`src/rtl/call_stack_ctrl_pkg.sv`:
```
// Shared defaults, types and FSM encoding for the return-address stack controller.
package call_stack_ctrl_pkg;
  localparam int DEPTH_DEF = 8;
  localparam int AW_DEF    = 12;

  typedef logic [AW_DEF-1:0] ret_addr_t;

  typedef enum logic {
    ST_RUN   = 1'b0,
    ST_SCRUB = 1'b1
  } cs_state_e;
endpackage

```
`src/rtl/call_stack_ctrl_ras_mem.sv`:
```
// Return-address storage: one synchronous write port, one combinational read port, no reset.
module ras_mem #(
  parameter int DEPTH = 8,
  parameter int AW    = 12,
  localparam int PW   = $clog2(DEPTH)
) (
  input  logic          clk,
  input  logic          we_i,
  input  logic [PW-1:0] waddr_i,
  input  logic [AW-1:0] wdata_i,
  input  logic [PW-1:0] raddr_i,
  output logic [AW-1:0] rdata_o
);
  logic [AW-1:0] mem_q [DEPTH];

  always_ff @(posedge clk) begin
    if (we_i) mem_q[waddr_i] <= wdata_i;
  end

  assign rdata_o = mem_q[raddr_i];
endmodule

```
`src/rtl/call_stack_ctrl.sv`:
```
// Return-address stack controller: push/pop with overwrite-on-full, 1-cycle pop response,
// and a flush that zeroes the storage one entry per cycle before accepting requests again.
module call_stack_ctrl
  import call_stack_ctrl_pkg::*;
#(
  parameter int DEPTH = DEPTH_DEF,
  parameter int AW    = AW_DEF,
  localparam int PW   = $clog2(DEPTH),
  localparam int CW   = PW + 1
) (
  input  logic          clk,
  input  logic          rst_n,
  input  logic          call_req,
  input  logic [AW-1:0] call_addr,
  input  logic          ret_req,
  input  logic          flush,
  output logic          ready,
  output logic          ret_valid,
  output logic [AW-1:0] ret_addr,
  output logic          ret_underflow,
  output logic          overflow,
  output logic [CW-1:0] count
);
  cs_state_e     state_q, state_d;
  logic [PW-1:0] ptr_q, ptr_d, scrub_q, scrub_d, ptr_m1, waddr;
  logic [CW-1:0] count_q, count_d;
  logic          ovf_q, ovf_d;
  logic          rv_q, rv_d, ru_q, ru_d;
  logic [AW-1:0] ra_q, ra_d, wdata, rdata;
  logic          we, scrubbing, push_acc, pop_acc, empty, full, scrub_last;

  assign ptr_m1     = ptr_q - PW'(1);
  assign empty      = (count_q == '0);
  assign full       = (count_q == CW'(DEPTH));
  assign scrub_last = (scrub_q == PW'(DEPTH - 1));
  assign push_acc   = call_req & ready;
  assign pop_acc    = ret_req & ready;

  always_ff @(posedge clk or negedge rst_n) begin
    if (!rst_n) state_q <= ST_RUN;
    else        state_q <= state_d;
  end

  always_comb begin
    state_d = state_q;
    if (flush)                                 state_d = ST_SCRUB;
    else if (state_q == ST_SCRUB && scrub_last) state_d = ST_RUN;
  end

  always_comb begin
    ready     = (state_q == ST_RUN) && !flush;
    scrubbing = (state_q == ST_SCRUB);
  end

  always_comb begin
    ptr_d   = ptr_q;
    count_d = count_q;
    ovf_d   = ovf_q;
    scrub_d = scrub_q;
    we      = 1'b0;
    waddr   = ptr_q;
    wdata   = call_addr;
    // Response is built from the pre-update top so a same-cycle push can replace it.
    rv_d    = pop_acc;
    ru_d    = pop_acc && empty;
    ra_d    = (pop_acc && !empty) ? rdata : '0;
    if (flush) begin
      ptr_d   = '0;
      count_d = '0;
      ovf_d   = 1'b0;
      scrub_d = '0;
    end else if (scrubbing) begin
      we      = 1'b1;
      waddr   = scrub_q;
      wdata   = '0;
      scrub_d = scrub_q + PW'(1);
    end else if (push_acc && pop_acc && !empty) begin
      we    = 1'b1;
      waddr = ptr_m1;
    end else if (push_acc) begin
      we    = 1'b1;
      ptr_d = ptr_q + PW'(1);
      if (full) ovf_d   = 1'b1;
      else      count_d = count_q + CW'(1);
    end else if (pop_acc && !empty) begin
      ptr_d   = ptr_m1;
      count_d = count_q - CW'(1);
    end
  end

  always_ff @(posedge clk or negedge rst_n) begin
    if (!rst_n) begin
      ptr_q   <= '0;
      count_q <= '0;
      ovf_q   <= 1'b0;
      scrub_q <= '0;
      rv_q    <= 1'b0;
      ru_q    <= 1'b0;
      ra_q    <= '0;
    end else begin
      ptr_q   <= ptr_d;
      count_q <= count_d;
      ovf_q   <= ovf_d;
      scrub_q <= scrub_d;
      rv_q    <= rv_d;
      ru_q    <= ru_d;
      ra_q    <= ra_d;
    end
  end

  ras_mem #(.DEPTH(DEPTH), .AW(AW)) u_mem (
    .clk     (clk),
    .we_i    (we),
    .waddr_i (waddr),
    .wdata_i (wdata),
    .raddr_i (ptr_m1),
    .rdata_o (rdata)
  );

  assign ret_valid     = rv_q;
  assign ret_addr      = ra_q;
  assign ret_underflow = ru_q;
  assign overflow      = ovf_q;
  assign count         = count_q;
endmodule

```
`config.mk`:
```
export PLATFORM = sky130hd
export DESIGN_NAME = call_stack_ctrl
export DESIGN_NICKNAME = d
export VERILOG_FILES = /design/src/rtl/call_stack_ctrl_pkg.sv /design/src/rtl/call_stack_ctrl_ras_mem.sv /design/src/rtl/call_stack_ctrl.sv
export SDC_FILE = /design/constraint.sdc
export NUM_CORES = 1
export LEC_CHECK = 0
export ABC_CLOCK_PERIOD_IN_PS = 7100
export BUFFER_PORTS_ARGS = -buffer_cell sky130_fd_sc_hd__buf_2
export CAP_MARGIN = 20
export CORE_AREA = 2 2 94 96
export DETAILED_ROUTE_END_ITERATION = 16
export DIE_AREA = 0 0 96 98
export GPL_TIMING_DRIVEN = 0
export PLACE_DENSITY = 0.79
export REMOVE_ABC_BUFFERS = 1
export SLEW_MARGIN = 20
export SYNTH_ARGS = -nofsm -noshare
export SYNTH_HDL_FRONTEND = slang
export SYNTH_HIERARCHICAL = 1
export SYNTH_SLANG_ARGS = --single-unit
```
`constraint.sdc`:
```
create_clock -name clk -period 7.1 [get_ports clk]
set_input_delay 0 -clock clk [delete_from_list [all_inputs] [get_ports clk]]
set_output_delay 0 -clock clk [all_outputs]
set_load 0.03 [all_outputs]
```
Yosys cells after proc, flatten, opt, wreduce, memory -nomap -nowiden
Memories as Yosys holds them, arrays and structs flattened.
Index checks and enable logic that the tools add are counted.
- add/subtract/negate cells: 5
- eq/ne operators: 5
- mux-type cells: 32
- bitwise gates (word level): 3
- reductions and logical operators: 17
- operators with widths (operator ; count):
    12-bit two-way mux ; 3
    3-bit two-way mux ; 10
    4-bit two-way mux ; 6
    1-bit two-way mux ; 13
    4-bit AND reduction ; 2
    2-bit nonzero test ; 4
    3-bit by 1-bit adder with 3-bit output (second input constant) ; 2
    1-bit logical AND ; 6
    4-bit by 1-bit adder with 4-bit output (second input constant) ; 1
    4-bit == test (second input constant) ; 1
    4-bit zero test ; 1
    2-bit != test (second input constant) ; 2
    4-bit by 1-bit subtractor with 4-bit output (second input constant) ; 1
    3-bit == test (second input constant) ; 1
    3-bit != test (second input constant) ; 1
    3-bit AND reduction ; 1
    3-bit nonzero test ; 1
    3-bit by 1-bit subtractor with 3-bit output (second input constant) ; 1
    1-bit bitwise AND ; 2
    1-bit zero test ; 2
    1-bit inverter ; 1
- bits in registers: 26
- bits in writable memories: 96
- input port bits: 17
- output and inout port bits: 20
- logic and storage cells: 71
- memories: 1
- memories (memory ; depth ; width ; rd ports ; clocked after Yosys merged registers in ; wr ports ; RTL line ; text):
    u_mem.mem_q ; 8 ; 12 ; 1 ; 0 ; 1 ; call_stack_ctrl_ras_mem.sv:14 ; logic [AW-1:0] mem_q [DEPTH];

Depth between registers and ports, before layout
- depth after elaboration: 10
- mapped depth: 8
- gate-level depth less buffers: 7

Cells and area by module
The synthesis kept the hierarchy.
- modules (own cells, without submodules) (module ; instances ; cells an instance ; area an instance (um^2) ; sequential area each (um^2)):
    ras_mem ; 1 ; 152 ; 3747.3 ; 2882.8
    call_stack_ctrl ; 1 ; 143 ; 1442.6 ; 650.6

Worst setup path after synthesis
OpenSTA, ideal clock, no wires.
- kind: register to register
- from: register count_q[0] (netlist: count[0])
- to: memory u_mem.mem_q[0][0], enable pin
- library setup time: 0.396 ns
- data arrival time: 2.834 ns
- required time: 6.704 ns
- path slack: 3.870 ns
- cell stages (with the launch flop): 8
- buffers on the path: 2
- period minus slack after synthesis: 3.230 ns
- cell sequence: dfrtp_1 buf_2 or4_4 and3_1 buf_6 a21o_1 o21a_1 nor3_1
- elaborated cells between the ends (all ways): 11
- classes of those cells: mux (8); reduce/logical (3)
- RTL lines (element ; RTL line ; text):
    from (decl) ; call_stack_ctrl.sv:26 ; logic [CW-1:0] count_q, count_d;
    from (signal assigned) ; call_stack_ctrl.sv:102 ; count_q <= count_d;
    4-bit zero test ; call_stack_ctrl.sv:33 ; assign empty = (count_q == '0);
    1-bit zero test ; call_stack_ctrl.sv:77 ; end else if (push_acc && pop_acc && !empty) begin
    1-bit logical AND ; call_stack_ctrl.sv:77 ;
    3-bit two-way mux ; call_stack_ctrl.sv:77 ;
    3-bit two-way mux ; call_stack_ctrl.sv:72 ; end else if (scrubbing) begin
    3-bit two-way mux ; call_stack_ctrl.sv:67 ; if (flush) begin
    named net waddr[0] ; call_stack_ctrl.sv:25 ; logic [PW-1:0] ptr_q, ptr_d, scrub_q, scrub_d, ptr_m1, waddr;
    to (decl) ; call_stack_ctrl_ras_mem.sv:14 ;
The timed path passes the listed nets, and every way through them passes these cells.

Final worst setup path
- from: register count_q[1] (netlist: count[1])
- to: memory u_mem.mem_q[0][11], enable pin
Same word-level chain as after synthesis.

==> key figures <==
Route
  • DRC viols: 0
  • Initial DRC Count: 261
  • Via count: 2794
  • Avg Vias per Cell: 5.93
  • WL/cell: 21.3 um
  • DR pass1 iterations: 5
  • Routed WL: 10000 um
  • ANT nets after route: 0

Floorplanning
  • I/O pin count: 37
  • Core box area: 8470 um^2
  • Die X: 96 um
  • Starting density of the core: 0.613
  • Die height: 98 um
  • Rows: 34
  • DIE AREA: 9410 um^2

Power
  • Internal power: 1.32 mW
  • Sw frac: 0.219
  • Pwr Density: 273 nW/um^2
  • Logic pwr share: 0.036
  • Leakage power: 2.49 nW
  • Clock power share: 0.494
  • Max IR drop VDD: 205 uV
  • Seq pwr share: 0.469
  • Net Sw Power: 0.371 mW

Timing
  • Worst-margin pin slew: 0.870 ns
  • Clk_skew: 0.00831 ns
  • Final WS setup: 3.72 ns
  • Final Hold Vio Count: 0
  • Setup violators final: 0
  • Final Cycle Share: 0.476
  • Crit path time final: 3.38 ns
  • Slew headroom: 0.420
  • Max Freq: 0.296 GHz
  • Setup TNS Final: 0 ns
  • RSZ-0062 raised after global routing: no
  • Final Max Slew Viols: 0

Placement
  • Cells after DPL: 424
  • DP Worst Slack: 3.73 ns
  • GP Congestion: 0.780
  • HPWL after DPL: 5460 um
  • Port Buffer Count: 36
  • Area post-placement: 5480 um^2

Yosys
  • Area contributors post-synth: edfxtp_1, dfrtp_1, mux4_1
  • Synthesized area per cell: 17.6 um^2
  • Yosys top cell by area: edfxtp_1
  • XOR/XNOR share of the synthesized area: 0.0152
  • Compound-gate portion of the synthesized area: 0.0323
  • Main combinational cell family by area after synthesis: multiplexers
  • Yosys reg bits: 122
  • EDFF count, synth: 96
  • Synth cell types: 39
  • Adder-Cell Fraction of Synth Area: 0.0145
  • Synthesized cell area: 5190 um^2
  • Yosys warns: 6
  • Async set or reset register ratio after synthesis: 0.213
  • Mux cell area share after synthesis: 0.159
  • Syn Inst Count: 295
  • Most used DFF post-synth: edfxtp_1
  • Post-Synth Simple-Gate Area: 0.0723
  • Post-synth top area share: 0.555
  • Register area share after synthesis: 0.681

Setup path
  • Setup crit start kind: flip-flop
  • Crit end category: flip-flop
  • WP data required: 7.32 ns
  • Worst path cell trace: or4_4, and3_1, a32oi_1, nand2b_1, nand2b_1, nor3_2, buf_6
  • Critical path type: reg2reg
  • CP max FO: 17
  • Critical-path top delay cell: nor3_2
  • CP arrival: 3.60 ns
  • Critical Path Max Stage Delay: 0.59 ns
  • Cell mode on critical path: nand2b_1

CTS
  • Setup Fix Bufs, Post-CTS: 0
  • CTS max path bufs: 2
  • Num Clock Sinks: 122
  • Register clock-pin slew on the reported worst setup and hold paths: 0.06 ns
  • Post-cts gate resize count: 0
  • Number of buffers created by CTS: 17
  • CTS tree: yes
  • Clk Latency, worst-skew pair: 0.51 ns
  • Root Driver: clkbuf_8
  • H-tree depth: 4

Layout
  • Fin util: 0.733
  • Share of layout cells above drive strength 1: 0.275
  • Final instance area: 6210 um^2
  • Final Instance Count excl. Fillers: 471
  • Fin nets: 373
  • Antenna diode count: 0
  • Area Overhead vs Synth: 19.6%

Global route
  • Gr usage total: 0.236
  • Gr ovfl total: 0
  • Initial antenna violation count: 0
  • Global-route wire length before repair: 15500 um
  • Largest net degree at the start of global routing: 27
  • Number of global-route vias before repair: 2862

Min path
  • HP Class: in2async

Run
  • Max-Cap Viols: 0

Status
  • Status: finished, final reports clean
flip-flops by register name (all words and copies together) (netlist names):
name,cells
ret_addr,12
ret_valid,1
overflow,1
u_mem/mem_q,96
ptr_q,3
scrubbing,1
count,4
ret_underflow,1
scrub_q,3
routing by layer:
metal / global-route usage / up-vias / part of all wire
met3: 0.0702 / 15 / 0.049
met2: 0.396 / 98 / 0.54
met5: 0 / - / 0
met1: 0.285 / 1418 / 0.40
li1: - / 1263 / -
met4: 0.0879 / 0 / 0.016
metrics by stage:
| stage | hold WS (ns) | total power [mW] |
|---|---|---|
| global placement | 0.0606 | 0.857 |
| floorplan | -0.296 | 0.837 |
| detailed placement | 0.0669 | 0.862 |
| finish | 0.0476 | 1.69 |
| CTS | 0.00961 | 1.70 |
| global route | 0.108 | 1.74 |
power groups by stage:
stage	combinational [mW]	sequential, mW	clock (mW)
2_1_floorplan	0.0293	0.807	0
3_3_place_gp	0.0486	0.808	0
3_5_place_dp	0.0538	0.808	0
4_1_cts	0.0610	0.794	0.845
5_1_grt	0.0672	0.796	0.875
6_report	0.0615	0.794	0.837
cell usage after synthesis (2+ instances only):
master / number
mux4_2: 3
buf_2: 4
and2_1: 24
o21a_1: 2
o21ai_0: 4
ha_1: 6
a21oi_1: 3
clkbuf_1: 9
dfrtp_1: 26
xor2_1: 3
a32oi_1: 2
inv_1: 6
nor2_1: 20
mux4_1: 21
nor3_1: 3
nor2b_1: 3
nand2b_1: 6
edfxtp_1: 96
buf_6: 5
mux2i_1: 5
a31oi_1: 2
nand2_1: 7
xnor2_1: 6
nand3_1: 2
mux2_2: 13
cells by family after synthesis:
logic type | count (synthesis)
xor+xnor | 9
flops | 122
compound gates | 21
fa+ha+maj | 6
mux | 43
buf+inv | 24
simple gates | 70
worst paths after layout:
check | startpoint | to | slack, ns | depth (start not counted)
worst max-delay path | count[1] | u_mem/mem_q[0][11] | 3.72 | 7
worst min-delay path | rst_n | count[1] | 0.05 | 2
worst max register to register | count[1] | u_mem/mem_q[0][11] | 3.72 | 7
worst min register to register | overflow | overflow | 0.53 | 2
max in group asynchronous | rst_n | ret_addr[3] | 6.63 | 2
min in group clk | call_req | ptr_q[2] | 0.10 | 3
repair_timing:
item | 4_1_cts | 5_1_grt
hold buffers | 15 | 0
setup endpoints to repair | 0 | 0
hold endpoints to repair | 136 | 0
worst max-delay path, delay by kind of cell (launching register included):
kind / cells / cell delay (ns)
and+or+nand+nor: 5 / 2.00
DFF: 1 / 0.50
AOI/OAI and AO/OA: 1 / 0.32
buffers and inverters: 1 / 0.24
cells in the final DEF (no fill, tap or decap), types with 7 or more instances in the layout:
cell type	n
edfxtp_1	96
buf_2	36
dfrtp_1	26
and2_1	24
mux4_1	21
clkbuf_16	16
dlygate4sd3_1	15
nor2_1	14
mux2_2	13
nand2_1	7
final cells by class:
cell class | count | area, um^2
clock buffer | 18 | 418
clock inverter | 14 | 161
inverter | 6 | 22.5
tap | 108 | 135
timing repair buffer | 54 | 368
sequential | 122 | 3530
multi-input combinational | 149 | 1570
fill | 513 | 2260
No activity file was read; power rests on OpenSTA's default activity.
